--- config.mk ---
export PLATFORM = sky130hd
export DESIGN_NAME = digit_scanner
export DESIGN_NICKNAME = d
export VERILOG_FILES = /design/src/rtl/display_pkg.sv /design/src/rtl/tick_gen.sv /design/src/rtl/digit_scanner.sv
export SDC_FILE = /design/constraint.sdc
export NUM_CORES = 1
export LEC_CHECK = 0
export ABC_CLOCK_PERIOD_IN_PS = 2950
export CAP_MARGIN = 20
export CORE_ASPECT_RATIO = 1.4
export CORE_MARGIN = 8
export CORE_UTILIZATION = 40
export DETAILED_ROUTE_END_ITERATION = 12
export PLACE_DENSITY = 0.65
export SLEW_MARGIN = 20
export SYNTH_ARGS = -nofsm -noshare
export SYNTH_HDL_FRONTEND = slang
export SYNTH_SLANG_ARGS = --single-unit
--- constraint.sdc ---
create_clock -name clk -period 2.95 [get_ports clk]
set_input_delay 0.59 -clock clk [delete_from_list [all_inputs] [get_ports clk]]
set_output_delay 0.59 -clock clk [all_outputs]
set_load 0.01 [all_outputs]
--- src/rtl/display_pkg.sv ---
// Shared display types and helpers for the seven-segment display path.
package display_pkg;

  localparam int DIGITS_DEFAULT = 4;

  // One hex/BCD digit code as presented to the segment decoder.
  typedef logic [3:0] digit_t;

  // Width of a digit index for n digits; never less than 1 bit.
  function automatic int idx_w(input int n);
    return (n <= 2) ? 1 : $clog2(n);
  endfunction

endpackage

--- src/rtl/tick_gen.sv ---
// Free-running prescaler: one-cycle tick every DIV clocks.
module tick_gen #(
  parameter int DIV = 50000
) (
  input  logic clk,
  input  logic rst,
  output logic tick
);

  localparam int CW = (DIV <= 2) ? 1 : $clog2(DIV);

  logic [CW-1:0] div_cnt;

  assign tick = (div_cnt == CW'(DIV - 1));

  // Count up every cycle, wrapping to 0 on the tick cycle.
  always_ff @(posedge clk) begin
    if (rst)       div_cnt <= '0;
    else if (tick) div_cnt <= '0;
    else           div_cnt <= div_cnt + 1'b1;
  end

endmodule

--- src/rtl/digit_scanner.sv ---
// Time-multiplexed digit scanner with frame-aligned double buffering
// and leading-zero blanking; feeds seven_segment.num.
module digit_scanner
  import display_pkg::*;
#(
  parameter int DIGITS = DIGITS_DEFAULT,
  parameter int DIV    = 50000
) (
  input  logic                  clk,
  input  logic                  rst,
  input  logic [4*DIGITS-1:0]   value_i,
  input  logic                  load_i,
  input  logic                  blank_lz_i,
  output digit_t                num_o,
  output logic [DIGITS-1:0]     digit_en_o,
  output logic                  blank_o,
  output logic                  pending_o
);

  localparam int IW = idx_w(DIGITS);

  logic                     tick;
  logic                     wrap;
  logic [IW-1:0]            idx;
  digit_t [DIGITS-1:0]      shadow;
  digit_t [DIGITS-1:0]      active;
  logic                     pending;
  // zero_from[k]: digits k..DIGITS-1 of the active value are all zero
  logic [DIGITS-1:0]        zero_from;

  tick_gen #(.DIV(DIV)) u_tick (
    .clk  (clk),
    .rst  (rst),
    .tick (tick)
  );

  assign wrap = tick && (idx == IW'(DIGITS - 1));

  // Digit index: advance on each tick, wrap after the last digit.
  always_ff @(posedge clk) begin
    if (rst)       idx <= '0;
    else if (wrap) idx <= '0;
    else if (tick) idx <= idx + 1'b1;
  end

  // Double buffer: swap uses the pre-load shadow; a load on the wrap
  // cycle therefore stays pending for one more frame.
  always_ff @(posedge clk) begin
    if (rst) begin
      shadow  <= '0;
      active  <= '0;
      pending <= 1'b0;
    end else begin
      if (wrap && pending) active <= shadow;
      if (load_i) begin
        shadow  <= value_i;
        pending <= 1'b1;
      end else if (wrap) begin
        pending <= 1'b0;
      end
    end
  end

  for (genvar k = 0; k < DIGITS; k++) begin : g_zero
    assign zero_from[k] = (active[DIGITS-1:k] == '0);
  end

  assign num_o      = active[idx];
  assign digit_en_o = DIGITS'(1) << idx;
  assign pending_o  = pending;
  assign blank_o    = blank_lz_i && (idx != '0) && zero_from[idx];

endmodule

### Word level (Yosys, flattened, before mapping)

Index checks and enable logic that the tools add are counted.

| word-level totals | value |
|---|---|
| word-level logic and storage cells | 35 |
| input bits | 20 |
| flip-flop bits (word level) | 51 |

| cells by class | value |
|---|---|
| mux-type cells | 6 |
| shift operators | 1 |
| reductions and logical operators | 12 |
| add/sub/neg operators | 2 |
| eq/ne operators | 2 |
| $lt $le $gt $ge | 1 |

Operator list:

| operator | number |
|---|---|
| 16-bit by 1-bit adder with 16-bit output (second input constant) | 1 |
| 16-bit equality test (second input constant) | 1 |
| 16-bit logical NOT | 1 |
| 12-bit logical NOT | 1 |
| 4-bit binary-select mux with 2-bit select | 1 |
| 8-bit logical NOT | 1 |
| 1-bit logical AND | 4 |
| 4-bit logical NOT | 1 |
| 4-bit 2-to-1 mux | 1 |
| 2-bit nonzero test | 2 |
| 2-bit OR reduction | 2 |
| 1-bit by 2-bit left shift with 4-bit output (first input constant) | 1 |
| 2-bit by 3-bit less-than comparator with 1-bit output (second input constant) | 1 |
| 1-bit 2-to-1 mux | 3 |
| 2-bit by 1-bit adder with 2-bit output (second input constant) | 1 |
| 1-bit binary-select mux with 2-bit select | 1 |
| 2-bit equality test (second input constant) | 1 |

### Depth between registers and ports, before layout

Gate-level depths: netlist of the first run.

| depth | value |
|---|---|
| word-level depth | 4 |
| mapped depth | 7 |
| gate-level depth less buffers | 5 |

### Hierarchy

A second synthesis of the first run with hierarchy kept.

| unflattened totals | value |
|---|---|
| cell total of the unflattened synthesis | 235 |
| area total of the unflattened synthesis | 2202.1 um2 |

By module, submodules not included:

| module | area each (um2) | times used | cells an instance | sequential area each (um2) |
|---|---|---|---|---|
| digit_scanner | 1491.4 | 1 | 154 | 700.7 |
| tick_gen | 710.7 | 1 | 81 | 320.3 |

### Worst setup path after synthesis of the first run

Ideal clock, no wire load.

| timing path | value |
|---|---|
| path type | register to output |
| start point | reg idx[0] |
| end point | out blank_o |
| setup slack | 0.917 ns |
| cell stages (with the launch flop) | 6 |
| buffers on the path | 1 |
| arrival | 1.443 ns |
| path through | dfxtp_1 > clkbuf_1 > inv_1 > ha_1 > nand3b_1 > nor3_1 |

| on the way | value |
|---|---|
| cells in the longest elaborated chain, start to end | 3 |

Ends and longest elaborated chain:

| item | line | text |
|---|---|---|
| start, declared | digit_scanner.sv:24 | `logic [IW-1:0] idx;` |
| start signal, assigned | digit_scanner.sv:43 | `else if (tick) idx <= idx + 1'b1;` |
| 1-bit binary-select mux with 2-bit select or 2-bit nonzero test (tied branches) | digit_scanner.sv:71 | `assign blank_o = blank_lz_i && (idx != '0) && zero_from[idx];` |
| 1-bit 2-to-1 mux (not written as such) or 1-bit logical AND (tied branches) | digit_scanner.sv:71 |  |
| 1-bit logical AND * | digit_scanner.sv:71 |  |
| end, declared | digit_scanner.sv:16 | `output logic blank_o,` |

Mark *: on every way between the ends. The rest lies on a longest branch, timed or not. The select of a mux whose other input is x is not followed.

### Worst setup path after layout of the first run

Same ends and word-level chain as after synthesis.

==> results by group, run 1 <==
Status
  • Outcome: complete, no violations

Place
  • Dpl hpwl: ~3100 um
  • Routability congestion estimate: roughly 0.8
  • Buffers on Ports: 29

Logic synthesis
  • Largest family of logic cells by synthesized area: simple AND/OR/NAND/NOR gates
  • Synthesis-stage register bit count: 51
  • Post-synth top area cell: dfxtp_1
  • Sequential area share after synthesis: 0.427
  • Ys async rst share: 0
  • Simple-Gate Fraction of Synth Area: 0.269
  • Compound-Gate Fraction of Synth Area: 0.0188
  • Avg Cell Area, Syn: 10.1 um2
  • Syn_nets: approximately 260
  • Multiplexer share of the synthesized area: 0.172
  • Mapped cell area: between 2000 and 2500 um2
  • Yosys Warn Count: 0
  • Share of the synthesized area in the top cell type: 0.427
  • Post-synth EDFFs: 0
  • Yosys cell types: 39
  • Main area contributors after synthesis: dfxtp_1 (43%), mux2i_1 (13%), nand2b_1 (8.6%)
  • Main synth FF type: dfxtp_1
  • Synth Area in XOR/XNOR: 0.0476
  • Cells after synthesis: roughly 240
  • Post-Synth Adder-Cell Area: 0.0262

STA
  • Final Hold Violating Endpoints: 0
  • Setup tns final: 0 ps
  • Slew @ Worst Pin: 645 ps
  • Worst-case clock skew: ~12 ps
  • Slew Limit Fails: 0
  • Max Fclk: 0.366 GHz
  • Endpoints failing setup: 0
  • Post-layout min period: around 2700 ps
  • Slew margin rel.: 0.570
  • Final worst-path cycle share: 0.925
  • RSZ-0062 raised after global routing: false

Detailed routing
  • WL final: roughly 4400 um
  • Wire per inst: ~13 um
  • Vias/cell: around 5
  • Antenna-violating nets left: 0
  • Drt drc: 0
  • 1st-iter DRT viols: around 100
  • Drt pass-1 iters: 4
  • Via count: ~1700

Min path
  • Hold WC Path Type: reg -> reg

Clock network
  • Hold Buf Count CTS: 0
  • Worst skew pair latency: approximately 300 ps
  • Root Buffer Master: clkbuf_8
  • Clock buffer depth: 2
  • Clock buffer count from CTS: 5
  • Num Clock Sinks: 51
  • TritonCTS clock tree: yes
  • Worst-path clk slew: roughly 100 ps
  • H-tree depth: 2
  • Post-CTS Setup Inserts: 0
  • Post-CTS sizing: 0

GRT
  • Remaining Overflow, GRT: 0
  • Number of global-route vias before repair: approximately 1700
  • Largest net degree at the start of global routing: 52
  • Initial antenna violation count: 0
  • Total track usage: 0.106
  • First-pass GRT wire length: 7490 um

Critical path
  • Required @ worst endpoint: approximately 2400 ps
  • Critical-path maximum fanout: 10
  • Worst EP arrival: around 2100 ps
  • Startpoint types: flip-flop
  • CP endpoint kind: output port
  • Crit path kind: reg -> out

Floorplan
  • IO Count: 30
  • Die X-Extent: between 80 and 90 um
  • Placeable Area: a little under 6000 um2
  • Core Rows: 33
  • Initial core utilization: 0.411
  • Die Y: between 100 and 150 um
  • DIE AREA: 8740 um2

Finish
  • Area delta synth->final: 17.6%
  • Most frequent cells in the layout: dfxtp_1 (51), nand2b_1 (33), nor2_1 (32), mux2i_1 (32), clkdlybuf4s50_1 (29)
  • Share of post-route cells with drive strength above 1: 0.0843
  • Fill cell count: approximately 550
  • Commonest non-fill, non-tap cell in the layout: dfxtp_1
  • Antenna Cells: 0
  • Final Net Count: 285

Pwr
  • Final total power: 0.00128 W
  • Power density over cell area: 455 nW/um2
  • Pleak: a little over 1 nW
  • VDD IR-drop max: 0.000340 V

Flow run
  • Number of max-cap violations: 0
-- worst max-delay path: stages, from the launching register on --
cell,delay (ps)
dfxtp_1,600
inv_1,140
ha_1,240
nand3b_1,160
nor3_1,140
clkdlybuf4s50_1,560
-- power by group --
part	leakage, nW	switching (W)	internal [W]	total, W
combinational	0.533	0.0000341	0.0000501	0.0000842
clock	0.0581	0.000226	0.000253	0.000479
sequential	0.415	0.0000104	0.000705	0.000716
total	1.01	0.000271	0.00101	0.00128
-- worst paths after layout --
path	start	to	slack [ps]	depth (start not counted)
worst max register to register	u_tick.div_cnt[0]	active[4]	880	5
worst min-delay path	shadow[9]	active[9]	460	2
worst max-delay path	idx[0]	blank_o	220	5
worst min register to register	shadow[9]	active[9]	460	2
-- state kept, by name, summed over array words and instances (netlist names) --
register        count
pending_o           1
idx                 2
u_tick.div_cnt     16
active             16
shadow             16
-- synth_stat cells, drive strengths merged (5+ instances only) --
master,instances
mux2i,32
nand2,6
clkbuf,8
nand2b,33
nand3,6
nor2,33
dfxtp,51
a21oi,5
ha,5
xor2,10
buf,7
nand4,7
-- logic make-up after synthesis --
| logic type | after synthesis |
|---|---|
| adders and majority gates | 5 |
| xor gates and xnor gates | 13 |
| DFF | 51 |
| muxes | 36 |
| and+or+nand+nor | 107 |
| AOI/OAI and AO/OA | 7 |
| buffers and inverters | 18 |
-- layer usage --
metal  share of wire  up-vias  global-route usage
met2            0.51       31               0.187
met3           0.047        6              0.0251
met5               0        -                   0
met4           0.014        0              0.0397
li1                -      857                   -
met1            0.43      757               0.117
-- cell type report --
type | instances | area (um2) | share of cell area
timing repair buffer | 31 | 305 | 0.109
clock buffer | 5 | 68.8 | 0.0245
multi-input combinational | 168 | 1270 | 0.453
sequential | 51 | 1020 | 0.363
inverter | 3 | 11.3 | 0.00400
clock inverter | 3 | 43.8 | 0.0156
tap | 70 | 87.6 | 0.0311
-- per-stage QoR --
| stage | instances | worst slack [ps] | instance area (um2) | hold WS, ps | utilization |
|---|---|---|---|---|---|
| finish | 331 | 220 | 2810 | 461 | 0.483 |
| global route | 331 | 94.0 | 2810 | 489 | 0.483 |
| CTS | 331 | 206 | 2810 | 468 | 0.483 |
| detailed placement | 323 | 535 | 2700 | 447 | 0.464 |
| global placement | 323 | 547 | 2700 | 439 | 0.464 |
| floorplan | 237 | 917 | 2390 | 426 | - |
Power figures use the tool's default switching activity.
==> inputs of run 2 (changes only) <==
Settings changed: CORE_UTILIZATION 40 to 54, PLACE_DENSITY 0.65 to 0.82.
==> results by group, run 2 (synthesis results as in run 1) <==
Pwr
  • Pleak: 0.989 nW (-1.7%)
  • Final total power: 0.00119 W (-7.0%)
  • VDD IR-drop max: 0.000382 V (+13%)
  • Power density over cell area: 429 nW/um2 (-5.6%)

Clock network
  • Post-CTS Setup Inserts: 0 (unchanged)
  • Worst-path clk slew: 90 ps (about the same)
  • Post-CTS sizing: 0 (unchanged)
  • Clock buffer count from CTS: 5 (unchanged)
  • Clock buffer depth: 2 (unchanged)
  • H-tree depth: 2 (unchanged)
  • TritonCTS clock tree: yes
  • Hold Buf Count CTS: 0 (unchanged)
  • Worst skew pair latency: 300 ps (about the same)
  • Root Buffer Master: clkbuf_8
  • Num Clock Sinks: 51 (unchanged)

Finish
  • Share of post-route cells with drive strength above 1: 0.0805 (-0.00383)
  • Fin cells: 321 (-3.0%)
  • Area delta synth->final: 16.0%
  • Antenna Cells: 0 (unchanged)
  • Most frequent cells in the layout: dfxtp_1 (51), nand2b_1 (33), nor2_1 (32), mux2i_1 (32), clkdlybuf4s50_1 (29)
  • Final Net Count: 285 (unchanged)
  • Post-layout instance area: 2770 um2 (-1.4%)
  • Commonest non-fill, non-tap cell in the layout: dfxtp_1
  • Largest registers: active: 16 flops, shadow: 16 flops, u_tick.div_cnt: 16 flops
  • Layout Utilization: 0.654 (+0.171)

Detailed routing
  • Via count: 1699 (+2.9%)
  • Vias/cell: 5.29 (+6.1%)
  • Wire per inst: 13.6 um (+3.3%)
  • Antenna-violating nets left: 0 (unchanged)
  • Drt drc: 0 (unchanged)
  • 1st-iter DRT viols: 96 (-7.7%)
  • Drt pass-1 iters: 4 (unchanged)
  • WL final: 4370 um (+0.21%)

GRT
  • Remaining Overflow, GRT: 0 (unchanged)
  • Total track usage: 0.138 (+0.0322)
  • Initial antenna violation count: 0 (unchanged)
  • First-pass GRT wire length: 7620 um (+1.8%)
  • Largest net degree at the start of global routing: 52 (unchanged)
  • Number of global-route vias before repair: 1692 (+2.5%)

Place
  • Placed inst area: 2690 um2 (-0.46%)
  • Dpl hpwl: 3160 um (+0.23%)
  • Routability congestion estimate: 0.854 (+6.4%)
  • Buffers on Ports: 29 (unchanged)
  • Placed instance count: 313 (-3.1%)

STA
  • Slew @ Worst Pin: 643 ps (-2.17 ps)
  • RSZ-0062 raised after global routing: false
  • Setup tns final: 0 ps (unchanged)
  • Slew margin rel.: 0.571 (+0.00145)
  • Slew Limit Fails: 0 (unchanged)
  • Final worst-path cycle share: 0.909 (-0.0165)
  • Max Fclk: 0.373 GHz (+1.8%)
  • Final Hold Violating Endpoints: 0 (unchanged)
  • Worst-case clock skew: 11.2 ps (-1.11 ps)
  • Post-layout min period: 2680 ps (-48.6 ps)
  • Endpoints failing setup: 0 (unchanged)

Critical path
  • CP endpoint kind: output port
  • Worst path top cell family by delay: buffers and inverters
  • Worst EP arrival: 2090 ps (-50 ps)
  • Startpoint types: flip-flop
  • Buf/Inv on CP: 2 (unchanged)
  • Critical-path maximum fanout: 10 (unchanged)
  • Crit-path cells: inv_1 > ha_1 > nand3b_1 > nor3_1 > clkdlybuf4s50_1
  • Crit path kind: reg -> out
  • Critical path's largest stage delay: 590 ps (about the same)
  • CP max stage cell: dfxtp_1
  • Required @ worst endpoint: 2360 ps (about the same)

Floorplan
  • IO Count: 30 (unchanged)
  • Core Rows: 28 (-15%)
  • Die Y: 94.7 um (-12%)
  • Initial core utilization: 0.564 (+0.153)
  • Die X-Extent: 72.2 um (-11%)
  • DIE AREA: 6840 um2 (-22%)
  • Placeable Area: 4240 um2 (-27%)

Flow run
  • Number of max-cap violations: 0 (unchanged)

Status
  • Outcome: complete, no violations

Min path
  • Hold WC Path Type: reg -> reg
## run 2: cell type report
cell class / instances / area (um2)
fill: 344 / 1470
multi-input combinational: 168 / 1270
sequential: 51 / 1020
timing repair buffer: 31 / 305
tap: 60 / 75.1
clock buffer: 6 / 72.6
clock inverter: 2 / 12.5
inverter: 3 / 11.3
## run 2: metal layers
metal  global-route usage  wire length [um]
met5                    0                 0
met1                0.147              1830
met4               0.0632                83
met3               0.0318               171
met2                0.250              2290
## run 2: power by group
group	leakage (nW)	total, W	internal, W	switching (W)
sequential	0.415	0.000716	0.000705	0.0000111
combinational	0.533	0.0000853	0.0000502	0.0000351
clock	0.0412	0.000388	0.000166	0.000222
## run 2: worst paths after layout
check                                       start                end  slack [ps]  cells after the start
worst max-delay path                       idx[0]            blank_o         270                      5
worst min-delay path            u_tick.div_cnt[0]  u_tick.div_cnt[0]         460                      1
worst max register to register  u_tick.div_cnt[0]         active[14]         910                      5
worst min register to register  u_tick.div_cnt[0]  u_tick.div_cnt[0]         460                      1
## run 2: through the flow
step,hold slack (ps),worst slack (ps)
final,465,269
after global placement,436,553
after detailed placement,449,526
after CTS,469,233
after global routing,491,46.2
after floorplan,426,917
## run 2: worst register-to-register path: cells and delay by family, from the launching register on
kind          cells  cell delay [ps]
flops             1              370
mux               1              260
fa+ha+maj         1              270
simple gates      3             1080
==> inputs of run 3 (changes only) <==
Settings changed: CELL_PAD_IN_SITES_DETAIL_PLACEMENT set to 1, CELL_PAD_IN_SITES_GLOBAL_PLACEMENT set to 1, CORE_UTILIZATION 54 to 46, GPL_TIMING_DRIVEN set to 0, PLACE_DENSITY 0.82 to 0.88.
==> results by group, run 3 (synthesis results as in run 1) <==
Critical path
  • Critical path's largest stage delay: 560 ps (-30 ps)
  • CP endpoint kind: output port
  • Reg2Reg Depth: 6 (+1)
  • Crit-path cells: clkbuf_1 > inv_1 > ha_1 > nand3b_1 > nor3_1 > clkdlybuf4s50_1
  • Startpoint types: flip-flop
  • Crit path kind: reg -> out
  • Required @ worst endpoint: 2360 ps (about the same)
  • Cell depth of the worst setup path: 6 (+1)
  • Worst EP arrival: 2150 ps (+60 ps)
  • Buf/Inv on CP: 3 (+1)
  • CP max stage cell: clkdlybuf4s50_1
  • Critical-path maximum fanout: 7 (-3)
  • Worst path top cell family by delay: buffers and inverters

Floorplan
  • DIE AREA: 7790 um2 (+14%)
  • Core Rows: 31 (+11%)
  • Initial core utilization: 0.471 (-0.0935)
  • Die X-Extent: 76.9 um (+6.5%)
  • IO Count: 30 (unchanged)
  • Placeable Area: 5080 um2 (+20%)
  • Die Y: 101 um (+6.9%)

Place
  • Dpl ws: 357 ps (-170 ps)
  • Buffers on Ports: 28 (-3.4%)
  • Dpl hpwl: 4080 um (+29%)
  • Routability congestion estimate: 0.823 (-3.7%)
  • Placed inst area: 2750 um2 (+2.5%)

STA
  • Max Fclk: 0.366 GHz (-2.0%)
  • Post-layout min period: 2740 ps (+54.3 ps)
  • Fin worst setup slack: 215 ps (-54.3 ps)
  • Final worst-path cycle share: 0.927 (+0.0184)
  • Setup tns final: 0 ps (unchanged)
  • Final Hold Violating Endpoints: 0 (unchanged)
  • Slew Limit Fails: 0 (unchanged)
  • Slew margin rel.: 0.569 (-0.00254)
  • Worst-case clock skew: 6.93 ps (-4.31 ps)
  • Endpoints failing setup: 0 (unchanged)
  • Slew @ Worst Pin: 647 ps (+3.81 ps)
  • RSZ-0062 raised after global routing: false

Clock network
  • Clock buffer depth: 2 (unchanged)
  • Num Clock Sinks: 51 (unchanged)
  • Hold Buf Count CTS: 0 (unchanged)
  • TritonCTS clock tree: yes
  • Worst skew pair latency: 300 ps (about the same)
  • Root Buffer Master: clkbuf_8
  • Clock buffer count from CTS: 5 (unchanged)
  • Post-CTS Setup Inserts: 0 (unchanged)
  • Worst-path clk slew: 80 ps (about the same)
  • H-tree depth: 2 (unchanged)

Detailed routing
  • Vias/cell: 5.22 (-1.3%)
  • WL final: 5330 um (+22%)
  • Via count: 1760 (+3.6%)
  • Drt pass-1 iters: 4 (unchanged)
  • Drt drc: 0 (unchanged)
  • Antenna-violating nets left: 0 (unchanged)
  • 1st-iter DRT viols: 47 (-51%)
  • Wire per inst: 15.8 um (+16%)

Pwr
  • Clock share of power: 0.311 (-0.015)
  • Cell Int Power: 0.000914 W (-0.82%)
  • Flop pwr share: 0.612 (+0.010)
  • Switching Fraction: 0.219 (-0.00618)
  • Sw Pwr: 0.000257 W (-4.3%)
  • Comb pwr share: 0.077 (+0.005)
  • Power density over cell area: 414 nW/um2 (-3.5%)
  • Final total power: 0.00117 W (-1.6%)
  • VDD IR-drop max: 0.000198 V (-48%)
  • Pleak: 1.02 nW (+3.2%)

GRT
  • First-pass GRT wire length: 9290 um (+22%)
  • Total track usage: 0.145 (+0.00666)
  • Largest net degree at the start of global routing: 14 (-73%)
  • Number of global-route vias before repair: 1961 (+16%)
  • Remaining Overflow, GRT: 0 (unchanged)
  • Initial antenna violation count: 0 (unchanged)

Finish
  • Antenna Cells: 0 (unchanged)
  • Post-layout instance area: 2830 um2 (+2.0%)
  • Largest registers: active: 16 flops, shadow: 16 flops, u_tick.div_cnt: 16 flops
  • Most frequent cells in the layout: dfxtp_1 (51), nand2b_1 (33), nor2_1 (32), mux2i_1 (32), clkdlybuf4s50_1 (28)
  • Share of post-route cells with drive strength above 1: 0.0923 (+0.0118)
  • Multi-input logic area: 1270 um2 (unchanged)
  • Area delta synth->final: 18.3%
  • Layout Utilization: 0.557 (-0.0976)
  • Fill cell count: 565 (+64%)
  • Area taken by flip-flops and latches: 1020 um2 (unchanged)
  • Commonest non-fill, non-tap cell in the layout: dfxtp_1
  • Final Net Count: 297 (+4.2%)

Min path
  • Worst Hold Depth: 1 (unchanged)
  • Hold WC Path Type: reg -> reg

Flow run
  • Number of max-cap violations: 0 (unchanged)

Status
  • Outcome: complete, no violations
==> run 3: cell count changes in the layout (fill, tap and decap cells not counted), sizes merged <==
cell           previous run  this run
clkinvlp                  1         0
buf                       2         7
clkdlybuf4s50            29        28
clkinv                    1         0
clkbuf                    6        14
==> run 3: timing repair <==
action,4_1_cts,5_1_grt
setup endpoints to repair,0,1
hold endpoints to repair,0,0
gates resized for setup,0,2
==> run 3: area by class of cell <==
| class | instances | share of cell area |
|---|---|---|
| Sequential cell | 51 | 0.361 |
| Timing Repair Buffer | 28 | 0.0991 |
| Multi-Input combinational cell | 168 | 0.451 |
| Clock buffer | 6 | 0.0257 |
| Inverter | 3 | 0.00398 |
| Buffer | 15 | 0.0301 |
| Tap cell | 66 | 0.0292 |
==> run 3: routing by layer <==
layer / wire [um] / track usage
met1: 2170 / 0.147
met2: 2890 / 0.277
met3: 158 / 0.0337
met4: 105 / 0.0579
met5: 0 / 0
==> run 3: path summary, 6_finish.rpt <==
| path | start | slack, ps | end |
|---|---|---|---|
| max | idx[1] | 210 | blank_o |
| max reg2reg | u_tick.div_cnt[0] | 950 | active[4] |
| min | u_tick.div_cnt[0] | 470 | u_tick.div_cnt[0] |
| min reg2reg | u_tick.div_cnt[0] | 470 | u_tick.div_cnt[0] |
==> run 3: worst register-to-register path: stages, from the launching register on <==
cell and delay, ps:
dfxtp_1 370, ha_1 270, and4_1 360, nand4_4 190, nor2_4 320, buf_6 220
mux2i_1 210
==> run 3: stage by stage <==
stage,hold slack [ps],std cells
final,468,337
after global routing,499,337
after CTS,471,337
after detailed placement,452,331
after global placement,438,331
after floorplan,426,237
==> run 3: power by group through the flow <==
stage | Clock [W] | Combinational (W) | Sequential, W
after global routing | 0.000407 | 0.0000987 | 0.000719
final | 0.000365 | 0.0000900 | 0.000716
after detailed placement | 0 | 0.0000904 | 0.000733
after global placement | 0 | 0.0000871 | 0.000732
after CTS | 0.000382 | 0.0000911 | 0.000717
after floorplan | 0 | 0.0000497 | 0.000730
